<file path="config.mk">
export PLATFORM = sky130hd
export DESIGN_NAME = if_stage
export DESIGN_NICKNAME = d
export VERILOG_FILES = /design/src/rtl/if_pkg.sv /design/src/rtl/if_id_reg.sv /design/src/rtl/if_stage.sv
export SDC_FILE = /design/constraint.sdc
export NUM_CORES = 1
export LEC_CHECK = 0
export BUFFER_PORTS_ARGS = -buffer_cell sky130_fd_sc_hd__buf_2
export CAP_MARGIN = 20
export CELL_PAD_IN_SITES_DETAIL_PLACEMENT = 1
export CELL_PAD_IN_SITES_GLOBAL_PLACEMENT = 1
export CORE_MARGIN = 5
export CORE_UTILIZATION = 42
export DETAILED_ROUTE_END_ITERATION = 8
export PLACE_DENSITY_LB_ADDON = 0.1
export SLEW_MARGIN = 25
export SYNTH_ARGS = -nofsm -noshare
export SYNTH_HDL_FRONTEND = slang
export SYNTH_SLANG_ARGS = --single-unit
</file>
<file path="constraint.sdc">
create_clock -name clk -period 2.1 [get_ports clk]
set_input_delay 0.315 -clock clk [delete_from_list [all_inputs] [get_ports clk]]
set_output_delay 0.315 -clock clk [all_outputs]
set_load 0.02 [all_outputs]
</file>
<file path="src/rtl/if_pkg.sv">
// Shared constants for the instruction-fetch stage: default bubble instruction,
// fetch FSM state encoding and the register-field positions exported to the hazard unit.
package if_pkg;

  localparam logic [31:0] NOP_INSTR_DEFAULT = 32'h00000013;

  localparam logic [1:0] S_REQ   = 2'd0;
  localparam logic [1:0] S_HOLD  = 2'd1;
  localparam logic [1:0] S_DRAIN = 2'd2;

  localparam int RS1_LSB = 15;
  localparam int RS2_LSB = 20;

endpackage

</file>
<file path="src/rtl/if_id_reg.sv">
// IF/ID pipeline register. Control priority is bubble > hold > load; a bubble
// replaces the instruction with NOP and clears valid but keeps the recorded PC.
module if_id_reg
  import if_pkg::*;
#(
  parameter int          XLEN      = 32,
  parameter logic [31:0] NOP_INSTR = NOP_INSTR_DEFAULT
) (
  input  logic            clk,
  input  logic            reset,
  input  logic            load,
  input  logic            bubble,
  input  logic            hold,
  input  logic [XLEN-1:0] pc_in,
  input  logic [31:0]     instr_in,
  output logic [XLEN-1:0] ifid_pc,
  output logic [31:0]     ifid_instr,
  output logic            ifid_valid
);

  always_ff @(posedge clk or negedge reset) begin
    if (!reset) begin
      ifid_pc    <= '0;
      ifid_instr <= NOP_INSTR;
      ifid_valid <= 1'b0;
    end else if (bubble) begin
      ifid_instr <= NOP_INSTR;
      ifid_valid <= 1'b0;
    end else if (hold) begin
      ifid_valid <= ifid_valid;
    end else if (load) begin
      ifid_pc    <= pc_in;
      ifid_instr <= instr_in;
      ifid_valid <= 1'b1;
    end
  end

endmodule

</file>
<file path="src/rtl/if_stage.sv">
// Instruction fetch stage with variable-latency req/ack memory and IF/ID register.
// Optional macro IF_PERF_CNT_EN adds saturating stall_cycles/flush_count outputs.
module if_stage
  import if_pkg::*;
#(
  parameter int              XLEN      = 32,
  parameter logic [XLEN-1:0] RESET_PC  = '0,
  parameter logic [31:0]     NOP_INSTR = NOP_INSTR_DEFAULT
) (
  input  logic            clk,
  input  logic            reset,
  input  logic            hold_pc,
  input  logic            hold_ifid,
  input  logic            flush,
  input  logic [XLEN-1:0] branch_target,
  output logic            imem_req,
  output logic [XLEN-1:0] imem_addr,
  input  logic            imem_ack,
  input  logic [31:0]     imem_rdata,
  output logic [XLEN-1:0] IFIDPC,
  output logic [31:0]     IFIDInstr,
  output logic            IFIDValid,
  output logic [4:0]      IFIDRs1,
  output logic [4:0]      IFIDRs2
`ifdef IF_PERF_CNT_EN
  ,
  output logic [31:0]     stall_cycles,
  output logic [31:0]     flush_count
`endif
);

  logic [1:0]      state;
  logic [XLEN-1:0] pc;
  logic [XLEN-1:0] redirect_pc;
  logic [31:0]     skid_buf;
  logic            stall;
  logic            ifid_load;
  logic            ifid_bubble;
  logic [31:0]     ifid_instr_in;

  assign stall = hold_pc | hold_ifid;

  // The request is gated by reset so an in-flight fetch is dropped immediately;
  // during a drain the address stays on the old pc until the memory acks.
  assign imem_req  = reset & (state != S_HOLD);
  assign imem_addr = pc;

  assign ifid_bubble   = flush
                       | (state == S_DRAIN)
                       | ((state == S_REQ) & ~imem_ack & ~stall);
  assign ifid_load     = ((state == S_REQ) & imem_ack) | (state == S_HOLD);
  assign ifid_instr_in = (state == S_HOLD) ? skid_buf : imem_rdata;

  always_ff @(posedge clk or negedge reset) begin
    if (!reset) begin
      state       <= S_REQ;
      pc          <= RESET_PC;
      redirect_pc <= RESET_PC;
      skid_buf    <= NOP_INSTR;
    end else begin
      case (state)
        S_REQ: begin
          if (imem_ack) begin
            if (flush) begin
              pc <= branch_target;
            end else if (!stall) begin
              pc <= pc + XLEN'(4);
            end else begin
              skid_buf <= imem_rdata;
              state    <= S_HOLD;
            end
          end else if (flush) begin
            redirect_pc <= branch_target;
            state       <= S_DRAIN;
          end
        end
        S_HOLD: begin
          if (flush) begin
            pc    <= branch_target;
            state <= S_REQ;
          end else if (!stall) begin
            pc    <= pc + XLEN'(4);
            state <= S_REQ;
          end
        end
        S_DRAIN: begin
          // A flush coinciding with the ack is the newest redirect, so it wins.
          if (imem_ack) begin
            pc    <= flush ? branch_target : redirect_pc;
            state <= S_REQ;
          end else if (flush) begin
            redirect_pc <= branch_target;
          end
        end
        default: state <= S_REQ;
      endcase
    end
  end

  if_id_reg #(
    .XLEN      (XLEN),
    .NOP_INSTR (NOP_INSTR)
  ) u_if_id_reg (
    .clk        (clk),
    .reset      (reset),
    .load       (ifid_load),
    .bubble     (ifid_bubble),
    .hold       (stall),
    .pc_in      (pc),
    .instr_in   (ifid_instr_in),
    .ifid_pc    (IFIDPC),
    .ifid_instr (IFIDInstr),
    .ifid_valid (IFIDValid)
  );

  assign IFIDRs1 = IFIDInstr[RS1_LSB +: 5];
  assign IFIDRs2 = IFIDInstr[RS2_LSB +: 5];

`ifdef IF_PERF_CNT_EN
  always_ff @(posedge clk or negedge reset) begin
    if (!reset) begin
      stall_cycles <= '0;
      flush_count  <= '0;
    end else begin
      if (stall && !flush && stall_cycles != '1) stall_cycles <= stall_cycles + 32'd1;
      if (flush && flush_count != '1) flush_count <= flush_count + 32'd1;
    end
  end
`endif

endmodule

</file>
# Word level (Yosys, flattened, before mapping)
# Cells that the tools add are included.
dict set report op_classes {
  n_mux 21
  add_sub_neg 1
  n_lt_le_gt_ge 0
  eq_ne 10
  n_div 0
  n_reduce_logical 10
  bitwise 12
  shift 0
  mul 0
}
# operator count
set ops {}
lappend ops {{$mux W32} 9}
lappend ops {{$pmux W32 S3} 1}
lappend ops {{$add A32 B3 Y32 const B} 1}
lappend ops {{$mux W2} 7}
lappend ops {{$ne A3 B3 Y1 const B} 4}
lappend ops {{$pmux W2 S3} 1}
lappend ops {{$reduce_and A3 Y1} 2}
lappend ops {{$reduce_and A5 Y1} 1}
lappend ops {{$and A1 B1 Y1} 4}
lappend ops {{$ne A2 B1 Y1 const B} 2}
lappend ops {{$ne A2 B2 Y1 const B} 2}
lappend ops {{$not A1 Y1} 4}
lappend ops {{$or A1 B1 Y1} 4}
lappend ops {{$reduce_and A2 Y1} 2}
lappend ops {{$reduce_and A4 Y1} 1}
lappend ops {{$mux W1} 3}
lappend ops {{$reduce_bool A3 Y1} 1}
lappend ops {{$eq A2 B1 Y1 const B} 1}
lappend ops {{$eq A2 B2 Y1 const B} 1}
lappend ops {{$logic_not A2 Y1} 1}
lappend ops {{$reduce_bool A2 Y1} 1}
lappend ops {{$reduce_or A2 Y1} 1}
dict set report totals {
  in_bits 70
  ram_bits 0
  wordCells 61
  output_inout_bits 108
  reg_bits 163
  romBits 0
  latchBits 0
  mem_count 0
}

# Depth between registers and ports, before layout
# Gate-level depths: netlist of run 1.
dict set report logic_depth {
  ltp_word 6
  mapped_depth 9
  depth_no_buf 6
}

# Modules after synthesis
# Synthesis of run 1 repeated with hierarchy kept, for this count alone.
dict set report unflattened {
  cells_unflattened 738
  hier_area_um2 8025.2
}
# mod instances area_each_um2 cells_each seq_area_each_um2
set modules_own_cells {}
lappend modules_own_cells {if_stage 1 5342.6 525 2456.1}
lappend modules_own_cells {if_id_reg 1 2682.6 213 1630.3}

# Worst setup path after synthesis of run 1
# OpenSTA, ideal clock, no wires.
dict set report synth_path {
  path_kind {flip-flop to flip-flop}
  from {reg pc[4] (netlist: imem_addr[4])}
  to {reg pc[30] (netlist: imem_addr[30])}
  stages_incl_launch_ff 7
  setup_ps 131
  arrival_ps 1895
  n_path_buf 1
  path_slack_ps 74
  path_cell_list {dfrtp_1 -> clkbuf_2 -> nand4_2 -> nor4_2 -> nand3_1 -> and3_1 -> or3_1}
}
dict set report synth_via {
  elab_chain_len 5
}
# element line_no
set synth_lines {}
lappend synth_lines {{start: declaration} if_stage.sv:33} ;# logic [XLEN-1:0] pc;
lappend synth_lines {{start signal: assignment} if_stage.sv:65} ;# pc <= branch_target;
lappend synth_lines {{start signal: assignment} if_stage.sv:67} ;# pc <= pc + XLEN'(4);
lappend synth_lines {{start signal: assignment} if_stage.sv:79} ;# pc <= branch_target;
lappend synth_lines {{$add A32 B3 Y32 *} {if_stage.sv:67, if_stage.sv:82}}
lappend synth_lines {{$mux W32 *} {if_stage.sv:66, if_stage.sv:81}}
lappend synth_lines {{$mux W32 *} if_stage.sv:78} ;# if (flush) begin
lappend synth_lines {{$mux W32} if_stage.sv:63} ;# if (imem_ack) begin
lappend synth_lines {{$pmux W32 S3 *} if_stage.sv:61} ;# case (state)
# Every way passes the cells marked *; elsewhere a longest branch is shown, timed or not. The select of a mux whose other input is x is not followed.
# A chain may end at the register's enable or synchronous reset.

# Final worst setup path of run 1
dict set report layout_path {
  from {reg pc[2] (netlist: imem_addr[2])}
  to {reg pc[28] (netlist: imem_addr[28])}
}
# The elaborated chain is that of the path after synthesis.

==> out/metrics.csv, run 1 <==
stage,metric,value,unit
final_layout,layoutNonFillerInstCount,1127,
timing,fin_hold_ws,0.003431,ns
timing,max_slew_margin,52.71,%
floorplan,fp-row-count,49,
worst_setup_path,cp_max_fo,5,
power,comb_power_share,30.1,%
synth,yosysTopAreaCellShare,50.42,%
worst_setup_path,start_kind,flip-flop,
cts,post_cts_buffers,0,
synth,syn_area,7792,um2
timing,setup_viol,0,
run,maxCapViolations,0,
outcome,status,"complete, no violations",
cts,cts.hold.buffers_added,0,
global_route,grt_pass1_wl,37370,um
global_route,grt_start_max_net_pins,112,
synth,syn_area_per_cell,11.12,um2
worst_setup_path,max_stage_delay,0.37,ns
synth,synthFlopType,dfrtp_1,
floorplan,start_util,43.09,%
power,p_int,7.007,mW
cts,clock_sinks,163,
power,ir_drop,0.5877,mV
placement,dp_cells,1095,
global_route,grt_pass1_vias,6986,
final_layout,nNetsFinal,956,
route,wl_met2,11680,um
worst_setup_path,path_cells,ha_1 > buf_4 > nand2_1 > nor4_1 > buf_4 > and2_1 > a31oi_1 > o21ai_0,
route,dr_wl_met3,972,um
timing,slew_viol_final,0,
synth,seq_area_frac_synth,52.44,%
power,switching_share,34.51,%
synth,syn-num-nets,772,
timing,worstMarginPinSlew,0.7094,ns
route,top_layer_used,met5,
route,drt-total-wl,23000,um
cts,cts-root-buf,clkbuf_16,
floorplan,io_pins,178,
cts,clkTransAtPathRegs,0.07,ns
timing,period_needed,1.970,ns
power,pwr-share-clk,28.3,%
synth,ys_top_cells_by_count,"157 x dfrtp_1, 75 x nand2_1, 70 x mux2_2",
floorplan,die_area,21380,um2
hold_path,hold_path_class,primary input to async pin,
worst_setup_path,critPathKind,flip-flop to flip-flop,
route,viasPerCell,5.556,
cts,cts_htree_levels,4,
placement,portBuffers,177,
global_route,grt.overflow.total,0,
power,total_power,10.70,mW
power,switchingPower,3.693,mW
route,routedWlPerCell,20.41,um
route,drtIter0Drc,249,
timing,tns,0,ns
timing,hold_viol_final,0,
floorplan,core,18090,um2
route,drcViolationCount,0,
route,vias,6262,
worst_setup_path,rrSetupSlack,0.13,ns
worst_setup_path,crit_top_cell,buf_4,
worst_setup_path,cpMaxStageDelayCell,dfrtp_1,
route,m1WireLength,10050,um
route,firstDrtPassIters,4,
timing,worst_slack,0.1297,ns
synth,synth_top_cell_by_area,dfrtp_1,
cts,cts_tree,built,
synth,synth_edf_count,0,
floorplan,chipWidth,146.2,um
final_layout,drive_gt1_share,40.91,%
worst_setup_path,cp-end-kind,flip-flop,
synth,synth.most_common_cell,dfrtp_1,
timing,finalCritPeriodShare,93.83,%
timing,fmax,507.5,MHz
synth,synth_area_leaders,"dfrtp_1 50%, mux2_2 10%, mux2_4 5.0%",
synth,ys_ff_latch,163,
floorplan,chipHeight,146.2,um
cts,insertion_delay,0.43,ns
global_route,grt_use_total,21.67,%
cts,numCtsBuffers,17,
route,route.antenna.remaining_nets,0,
placement,hpwl,16090,um
power,power_density,1098,nW/um2
synth,synth_cell_types,58,
synth,async_reset_ff_share,100.0,%
global_route,antenna_found_initial,2,
cts,cts_max_path_buffers,2,
worst_setup_path,arrival,2.29,ns
worst_setup_path,cp.required,2.42,ns
final_layout,area_growth,25.02,%
power,p_seq_share,41.6,%
power,leakagePower,4.521,nW
timing,skew,0.01124,ns
placement,gp_congestion,0.8001,
timing,rsz0062_at_grt,false,
placement,pre_cts_slack,0.03699,ns
synth,postSynthCellCount,701,
synth,ys_warn_count,0,
sequential cells by signal, indices dropped and copies added, names as in the netlist:
register and flops:
imem_addr 32, redirect_pc 32, skid_buf 32, state 2, u_if_id_reg.ifid_instr 32, u_if_id_reg.ifid_pc 32
u_if_id_reg.ifid_valid 1
placed cells by master (no fill, tap or decap), types with 6 or more instances in the layout:
cell       instances
and3_1             7
nand2_1           75
nand3_1           16
buf_4             36
a31oi_1           15
mux2_4            26
a21oi_1           22
nor4_1             7
o211ai_1           6
clkbuf_16         17
mux2i_1           29
nor2_1            38
o21ai_1            7
buf_2            176
a22oi_1            6
xor2_1             8
dfstp_2            6
dfrtp_1          156
nand4_1            8
mux2_2            70
o21ai_0           66
buf_12            11
nor3_1             6
final timing paths:
check | end | startpoint | depth (start not counted)
worst max-delay path | imem_addr[28] | imem_addr[2] | 8
worst min-delay path | u_if_id_reg.ifid_instr[31] | reset | 2
worst max register to register | imem_addr[28] | imem_addr[2] | 8
worst min register to register | u_if_id_reg.ifid_instr[7] | u_if_id_reg.ifid_instr[7] | 2
max in group asynchronous | state[1] | reset | 2
min in group clk | state[1] | imem_ack | 2
layer usage:
layer | GRT usage, % | up-vias
li1 | - | 2864
met1 | 27.00 | 3215
met2 | 37.18 | 152
met3 | 4.834 | 29
met4 | 7.620 | 2
met5 | 0 | -
power by group through the flow:
stage / sequential (mW) / clock (mW) / combinational, mW
2_1_floorplan: 5.03 / 0 / 1.35
3_3_place_gp: 4.43 / 0 / 3.15
3_5_place_dp: 4.49 / 0 / 3.25
4_1_cts: 4.45 / 3.11 / 3.27
5_1_grt: 4.54 / 3.23 / 3.47
6_report: 4.45 / 3.03 / 3.22
area by class of cell:
| type | count | area, um2 |
|---|---|---|
| Antenna cell | 1 | 2.502 |
| Clock buffer | 18 | 439.2 |
| Clock inverter | 13 | 126.4 |
| Fill cell | 1995 | 8344 |
| Inverter | 5 | 18.77 |
| Multi-Input combinational cell | 474 | 3398 |
| Sequential cell | 163 | 4088 |
| Tap cell | 229 | 286.5 |
| Timing Repair Buffer | 224 | 1383 |
worst max-delay path, delay by kind of cell (launching register included):
family,cells,cell delay [ns]
and+or+nand+nor,3,0.62
DFF,1,0.37
buffers and inverters,2,0.34
AOI/OAI and AO/OA,2,0.34
adders and majority gates,1,0.18
cell families after synthesis:
| kind of cell | after synthesis | share of synthesized area [%] |
|---|---|---|
| buffers and inverters | 64 | 4.158 |
| XOR/XNOR | 10 | 1.124 |
| adder cells (fa/ha/maj) | 1 | 0.1605 |
| multiplexers | 128 | 19.28 |
| AND/OR/NAND/NOR | 189 | 11.61 |
| AO/OA/AOI/OAI | 146 | 11.22 |
| flip-flops | 163 | 52.44 |
what timing repair did:
item	CTS	global route
setup endpoints to repair	0	2
resized for setup	0	1
endpoints found under the hold margin	0	0
through the flow:
stage / cell area [um2] / utilization, %
floorplan: 7792 / -
global placement: 9173 / 50.72
detailed placement: 9173 / 50.72
CTS: 9738 / 53.84
global route: 9742 / 53.86
finish: 9742 / 53.86
(Power assumes the default switching activity.)
==> run 2: changes to the inputs <==
--- a/config.mk
+++ b/config.mk
@@ -9,6 +9,7 @@
 export CAP_MARGIN = 20
 export CELL_PAD_IN_SITES_DETAIL_PLACEMENT = 1
 export CELL_PAD_IN_SITES_GLOBAL_PLACEMENT = 1
+export CORE_ASPECT_RATIO = 0.9
 export CORE_MARGIN = 5
 export CORE_UTILIZATION = 42
 export DETAILED_ROUTE_END_ITERATION = 8
==> run 2 against run 1 <==
Non-clock buffer count up 5. Power decreased by 0.60%. Hold slack better by 0.10 ns. Wire length fell by 3.1%. Critical path type unchanged. Critical endpoint is now imem_addr[26]. Final cell count increased by 2.0%. Largest power group unchanged. Fmax rose by 2.9%.
==> out/metrics.csv, run 2 (same netlist as run 1, synthesis figures left out) <==
stage,metric,value,unit,change
outcome,status,"complete, no violations",,
final_layout,finalCoreUtilization,53.39,%,-0.47 points
power,total_power,10.64,mW,-0.60%
placement,dp_cells,1111,,+1.5%
timing,tns,0,ns,unchanged
timing,max_slew_margin,62.09,%,+9.4 points
worst_setup_path,arrival,2.27,ns,-0.02 ns
cts,clock_sinks,163,,unchanged
timing,skew,0.009721,ns,-0.001519 ns
route,firstDrtPassIters,4,,unchanged
timing,rsz0062_at_grt,false,,
placement,gp_congestion,0.7901,,-1.2%
route,wl_met2,11060,um,-5.3%
route,drtIter0Drc,266,,+6.8%
worst_setup_path,cp-end-kind,flip-flop,,
cts,cts-root-buf,clkbuf_16,,
timing,slew_viol_final,0,,unchanged
route,routedWlPerCell,19.38,um,-5.1%
timing,fin_hold_ws,0.1050,ns,+0.1016 ns
route,drcViolationCount,0,,unchanged
final_layout,area_growth,25.71,%,
placement,portBuffers,177,,unchanged
route,top_layer_used,met5,,
floorplan,die_area,21380,um2,about the same
run,maxCapViolations,0,,unchanged
global_route,grt.overflow.total,0,,unchanged
floorplan,core,18350,um2,+1.4%
cts,cts_tree,built,,
timing,worstMarginPinSlew,0.5687,ns,-0.1407 ns
final_layout,layout_common_cells,"176 x buf_2, 157 x dfrtp_1, 75 x nand2_1, 70 x mux2_2, 66 x o21ai_0",,
final_layout,drive_gt1_share,40.86,%,-0.050 points
route,m1WireLength,9878,um,-1.7%
worst_setup_path,cp_max_fo,52,,+47
cts,insertion_delay,0.42,ns,about the same
cts,cts_max_path_buffers,2,,unchanged
power,power_density,1086,nW/um2,-1.1%
global_route,grt_start_max_net_pins,99,,-12%
worst_setup_path,rrSetupSlack,0.18,ns,+0.06 ns
timing,finalCritPeriodShare,91.20,%,-2.6 points
route,drt-total-wl,22290,um,-3.1%
route,dr_wl_met3,1064,um,+9.5%
power,leakagePower,4.541,nW,+0.43%
worst_setup_path,cp.required,2.45,ns,+0.03 ns
timing,setup_viol,0,,unchanged
route,route.antenna.remaining_nets,0,,unchanged
timing,hold_viol_final,0,,unchanged
final_layout,nNetsFinal,961,,+0.52%
floorplan,fp-row-count,47,,-4.1%
hold_path,hold_path_class,primary input to flip-flop,,
global_route,grt_pass1_wl,36700,um,-1.8%
cts,numCtsBuffers,17,,unchanged
floorplan,start_util,42.47,%,-0.61 points
route,viasPerCell,5.370,,-3.3%
final_layout,layout_commonest_cell,buf_2,,
cts,cts_htree_levels,4,,unchanged
global_route,antenna_found_initial,3,,+1
floorplan,io_pins,178,,unchanged
timing,period_needed,1.915,ns,-0.05506 ns
floorplan,chipWidth,153.6,um,+5.0%
cts,clkTransAtPathRegs,0.06,ns,about the same
route,vias,6176,,-1.4%
global_route,grt_use_total,21.10,%,-0.57 points
final_layout,layoutNonFillerInstCount,1150,,+2.0%
placement,hpwl,15800,um,-1.8%
power,ir_drop,0.5662,mV,-3.7%
worst_setup_path,critPathKind,flip-flop to flip-flop,,
cts,cts_resized,0,,unchanged
floorplan,chipHeight,139.2,um,-4.8%
worst_setup_path,start_kind,flip-flop,,
timing,fmax,522.1,MHz,+2.9%
global_route,grt_pass1_vias,6932,,-0.77%
-- run 2: changes by cell type in the layout (fill, tap and decap cells not counted), sizes merged --
cell | before | now
buf | 224 | 228
clkbuf | 18 | 19
clkinv | 4 | 3
clkinvlp | 4 | 5
diode | 1 | 2
dlygate4sd3 | 0 | 1
-- run 2: timing repair --
item	in CTS	in global routing
hold buffers	1	0
setup endpoints to repair	0	1
setup buffers	0	4
hold endpoints to repair	26	0
-- run 2: metal layers --
metal	global-route usage, %	up-vias
met5	0	-
met4	5.855	2
met3	5.278	23
met2	35.36	147
met1	27.37	3128
li1	-	2876
-- run 2: layout make-up --
| type | instances | area (um2) |
|---|---|---|
| repair buffers | 229 | 1423 |
| inverters | 5 | 18.77 |
| clock inverters | 13 | 125.1 |
| multi-input cells | 474 | 3398 |
| flip-flops and latches | 163 | 4086 |
| well taps | 245 | 306.5 |
| fillers | 2021 | 8552 |
| diodes | 2 | 5.005 |
| clock buffers | 19 | 432.9 |
-- run 2: path summary, 6_finish.rpt --
path | endpoint | from | cells after the start
max | imem_addr[26] | state[0] | 5
min | state[1] | imem_ack | 2
max reg2reg | imem_addr[26] | state[0] | 5
min reg2reg | u_if_id_reg.ifid_valid | u_if_id_reg.ifid_valid | 2
max in group asynchronous | redirect_pc[31] | reset | 3
min in group asynchronous | u_if_id_reg.ifid_pc[22] | reset | 3
-- run 2: report_power, final --
group	switching, mW	internal, mW
registers	0.543	3.91
logic	1.77	1.42
clock network	1.34	1.65
total	3.65	6.98
-- run 2: worst max-delay path, stage by stage, from the launching register on --
cell and delay (ns):
dfrtp_1 0.49, nor2_1 0.15, a221o_2 0.38, buf_12 0.20
or4_1 0.52, nand3_1 0.10
-- run 2: stage by stage --
step | instance area [um2] | setup slack [ns]
after floorplan | 7792 | 0.07373
after global placement | 9193 | 0.1323
after detailed placement | 9193 | 0.08037
after CTS | 9761 | 0.07192
after global routing | 9796 | 0.04137
final | 9796 | 0.1847
==> run 3: changes to the inputs <==
--- a/config.mk
+++ b/config.mk
@@ -10,8 +10,8 @@
 export CELL_PAD_IN_SITES_DETAIL_PLACEMENT = 1
 export CELL_PAD_IN_SITES_GLOBAL_PLACEMENT = 1
 export CORE_ASPECT_RATIO = 0.9
-export CORE_MARGIN = 5
-export CORE_UTILIZATION = 42
+export CORE_MARGIN = 1.5
+export CORE_UTILIZATION = 38
 export DETAILED_ROUTE_END_ITERATION = 8
 export PLACE_DENSITY_LB_ADDON = 0.1
 export SLEW_MARGIN = 25
==> constraint.sdc (replaced) <==
create_clock -name clk -period 1.7 [get_ports clk]
set_input_delay 0.255 -clock clk [delete_from_list [all_inputs] [get_ports clk]]
set_output_delay 0.255 -clock clk [all_outputs]
set_load 0.02 [all_outputs]
==> run 3 against run 2 <==
The flow now finishes with violations (setup timing). Hold slack got worse by 0.051 ns. Combinational power rose by 45%. Fmax rose by 7.7%. Final area rose by 11%. Die area barely moved. Register-to-register slack got worse by 0.26 ns. Clock skew rose by 0.0016 ns. Largest power group unchanged.
==> out/metrics.csv, run 3 (same netlist as run 1, synthesis figures left out) <==
stage,metric,value,unit,change
placement,placedInstanceArea,9669,um2,+5.2%
final_layout,area_growth,39.87,%,
timing,skew,0.01133,ns,+0.001610 ns
placement,gp_congestion,0.8085,,+2.3%
timing,period_needed,1.779,ns,-0.1365 ns
timing,fmax,562.2,MHz,+7.7%
run,maxCapViolations,0,,unchanged
hold_path,hold_start,imem_ack,,
hold_path,hold_path_class,primary input to flip-flop,,
hold_path,hold-path-cell-count,2,,unchanged
route,route.antenna.remaining_nets,0,,unchanged
cts,numCtsBuffers,17,,unchanged
cts,cts_htree_levels,4,,unchanged
final_layout,nNetsFinal,1024,,+6.6%
worst_setup_path,crit_family,compound AO/OA/AOI/OAI gates,,
final_layout,final_area,10900,um2,+11%
final_layout,layout_common_cells,"175 x buf_2, 152 x dfrtp_1, 83 x buf_4, 72 x nand2_1, 70 x mux2_2",,
timing,finalCritPeriodShare,104.6,%,+13 points
final_layout,finalCoreUtilization,54.37,%,+0.98 points
floorplan,chipHeight,138.9,um,-0.27%
floorplan,start_util,38.87,%,-3.6 points
worst_setup_path,cpMaxStageDelayCell,a221o_2,,
route,drtIter0Drc,230,,-14%
global_route,grt_pass1_wl,37650,um,+2.6%
placement,dp_cells,1165,,+4.9%
placement,pre_cts_slack,-0.1874,ns,-0.2678 ns
floorplan,io_pins,178,,unchanged
worst_setup_path,max_stage_delay,0.48,ns,-0.04 ns
floorplan,core,20050,um2,+9.3%
cts,cts_tree,built,,
cts,clkTransAtPathRegs,0.07,ns,about the same
global_route,antenna_found_initial,1,,-2
worst_setup_path,critPathKind,flip-flop to flip-flop,,
cts,cts_max_path_buffers,2,,unchanged
final_layout,drive_gt1_share,52.38,%,+12 points
worst_setup_path,cp_max_fo,8,,-85%
route,firstDrtPassIters,4,,unchanged
floorplan,fp-row-count,49,,+4.3%
hold_path,min_to,state[1],,
timing,setup_viol,48,,+48
worst_setup_path,path_cells,a221o_2 > nor2_4 > nand2_4 > buf_12 > mux2_4,,
power,power_density,1290,nW/um2,+19%
timing,fin_hold_ws,0.05402,ns,-0.05097 ns
final_layout,layoutNonFillerInstCount,1222,,+6.3%
worst_setup_path,reg2reg_to,u_if_id_reg.ifid_pc[7],,
worst_setup_path,cp-end-kind,flip-flop,,
timing,worst_slack,-0.07880,ns,-0.2635 ns
cts,cts-root-buf,clkbuf_16,,
global_route,grt_start_max_net_pins,102,,+3.0%
timing,max_slew_margin,62.43,%,+0.34 points
worst_setup_path,r2r_start,state[0],,
route,drcViolationCount,0,,unchanged
global_route,grt.overflow.total,0,,unchanged
route,vias,6455,,+4.5%
worst_setup_path,critPathBufInv,1,,unchanged
global_route,grt_pass1_vias,6877,,-0.79%
worst_setup_path,cp.required,2.02,ns,-0.43 ns
timing,tns,-2.216,ns,-2.216 ns
outcome,violations,setup timing,,
cts,clock_sinks,163,,unchanged
outcome,status,"finished, violations left",,
route,routedWlPerCell,19.96,um,+3.0%
worst_setup_path,cp.depth,5,,unchanged
timing,slew_viol_final,0,,unchanged
power,leakagePower,5.113,nW,+13%
placement,portBuffers,177,,unchanged
timing,rsz0062_at_grt,true,,
final_layout,layout_commonest_cell,buf_2,,
worst_setup_path,worstRegToRegCells,5,,unchanged
worst_setup_path,rrSetupSlack,-0.08,ns,-0.26 ns
cts,insertion_delay,0.43,ns,about the same
route,viasPerCell,5.282,,-1.6%
power,total_power,14.06,mW,+32%
floorplan,die_area,21380,um2,about the same
worst_setup_path,start_kind,flip-flop,,
timing,worstMarginPinSlew,0.5636,ns,-0.005062 ns
route,drt-total-wl,24390,um,+9.5%
power,ir_drop,0.7452,mV,+32%
placement,hpwl,16460,um,+4.2%
timing,hold_viol_final,0,,unchanged
floorplan,chipWidth,153.9,um,+0.24%
global_route,grt_use_total,22.47,%,+1.4 points
worst_setup_path,arrival,2.09,ns,-0.18 ns
run 3: changes by cell type in the layout (fill, tap and decap cells not counted), sizes merged:
cell / change
buf: +58
clkbuf: +5
bufinv: +1
clkinv: -1
clkinvlp: -1
diode: -1
inv: +1
run 3: area by class of cell:
class	count	area, um2
clock inverter	13	150.1
fill	2174	9149
clock buffer	19	442.9
multi-input combinational	474	3760
antenna	1	2.502
tap	255	319.1
sequential	163	4093
inverter	5	18.77
timing repair buffer	292	2113
run 3: worst max path at each step:
stage / startpoint / endpoint / slack, ns
after floorplan: hold_ifid / u_if_id_reg.ifid_pc[10] / -0.18
after global placement: hold_ifid / u_if_id_reg.ifid_pc[31] / -0.17
after detailed placement: hold_ifid / u_if_id_reg.ifid_instr[20] / -0.19
after CTS: imem_addr[8] / imem_addr[30] / -0.04
after global routing: imem_addr[3] / imem_addr[30] / -0.18
final: state[0] / u_if_id_reg.ifid_pc[7] / -0.08
run 3: report_power, final:
part           total (mW)  switching, mW  internal (mW)
logic                4.63           2.48           2.15
registers            5.47          0.631           4.84
clock network        3.96           1.73           2.23
total                14.1           4.84           9.22
run 3: per-layer routing:
layer	vias to the layer above	wire length (um)	GRT usage [%]
met5	-	0	0
met3	22	777	4.219
met2	127	12100	37.77
met4	0	331	6.132
li1	3006	-	-
met1	3300	11190	29.80
run 3: what timing repair did:
action | in CTS | in global routing
gates resized for setup | 26 | 100
hold buffers | 1 | 0
endpoints found under the setup margin | 46 | 107
buffers inserted | 9 | 11
pin swaps | 11 | 53
hold endpoints to repair | 157 | 0
cloned | 0 | 6
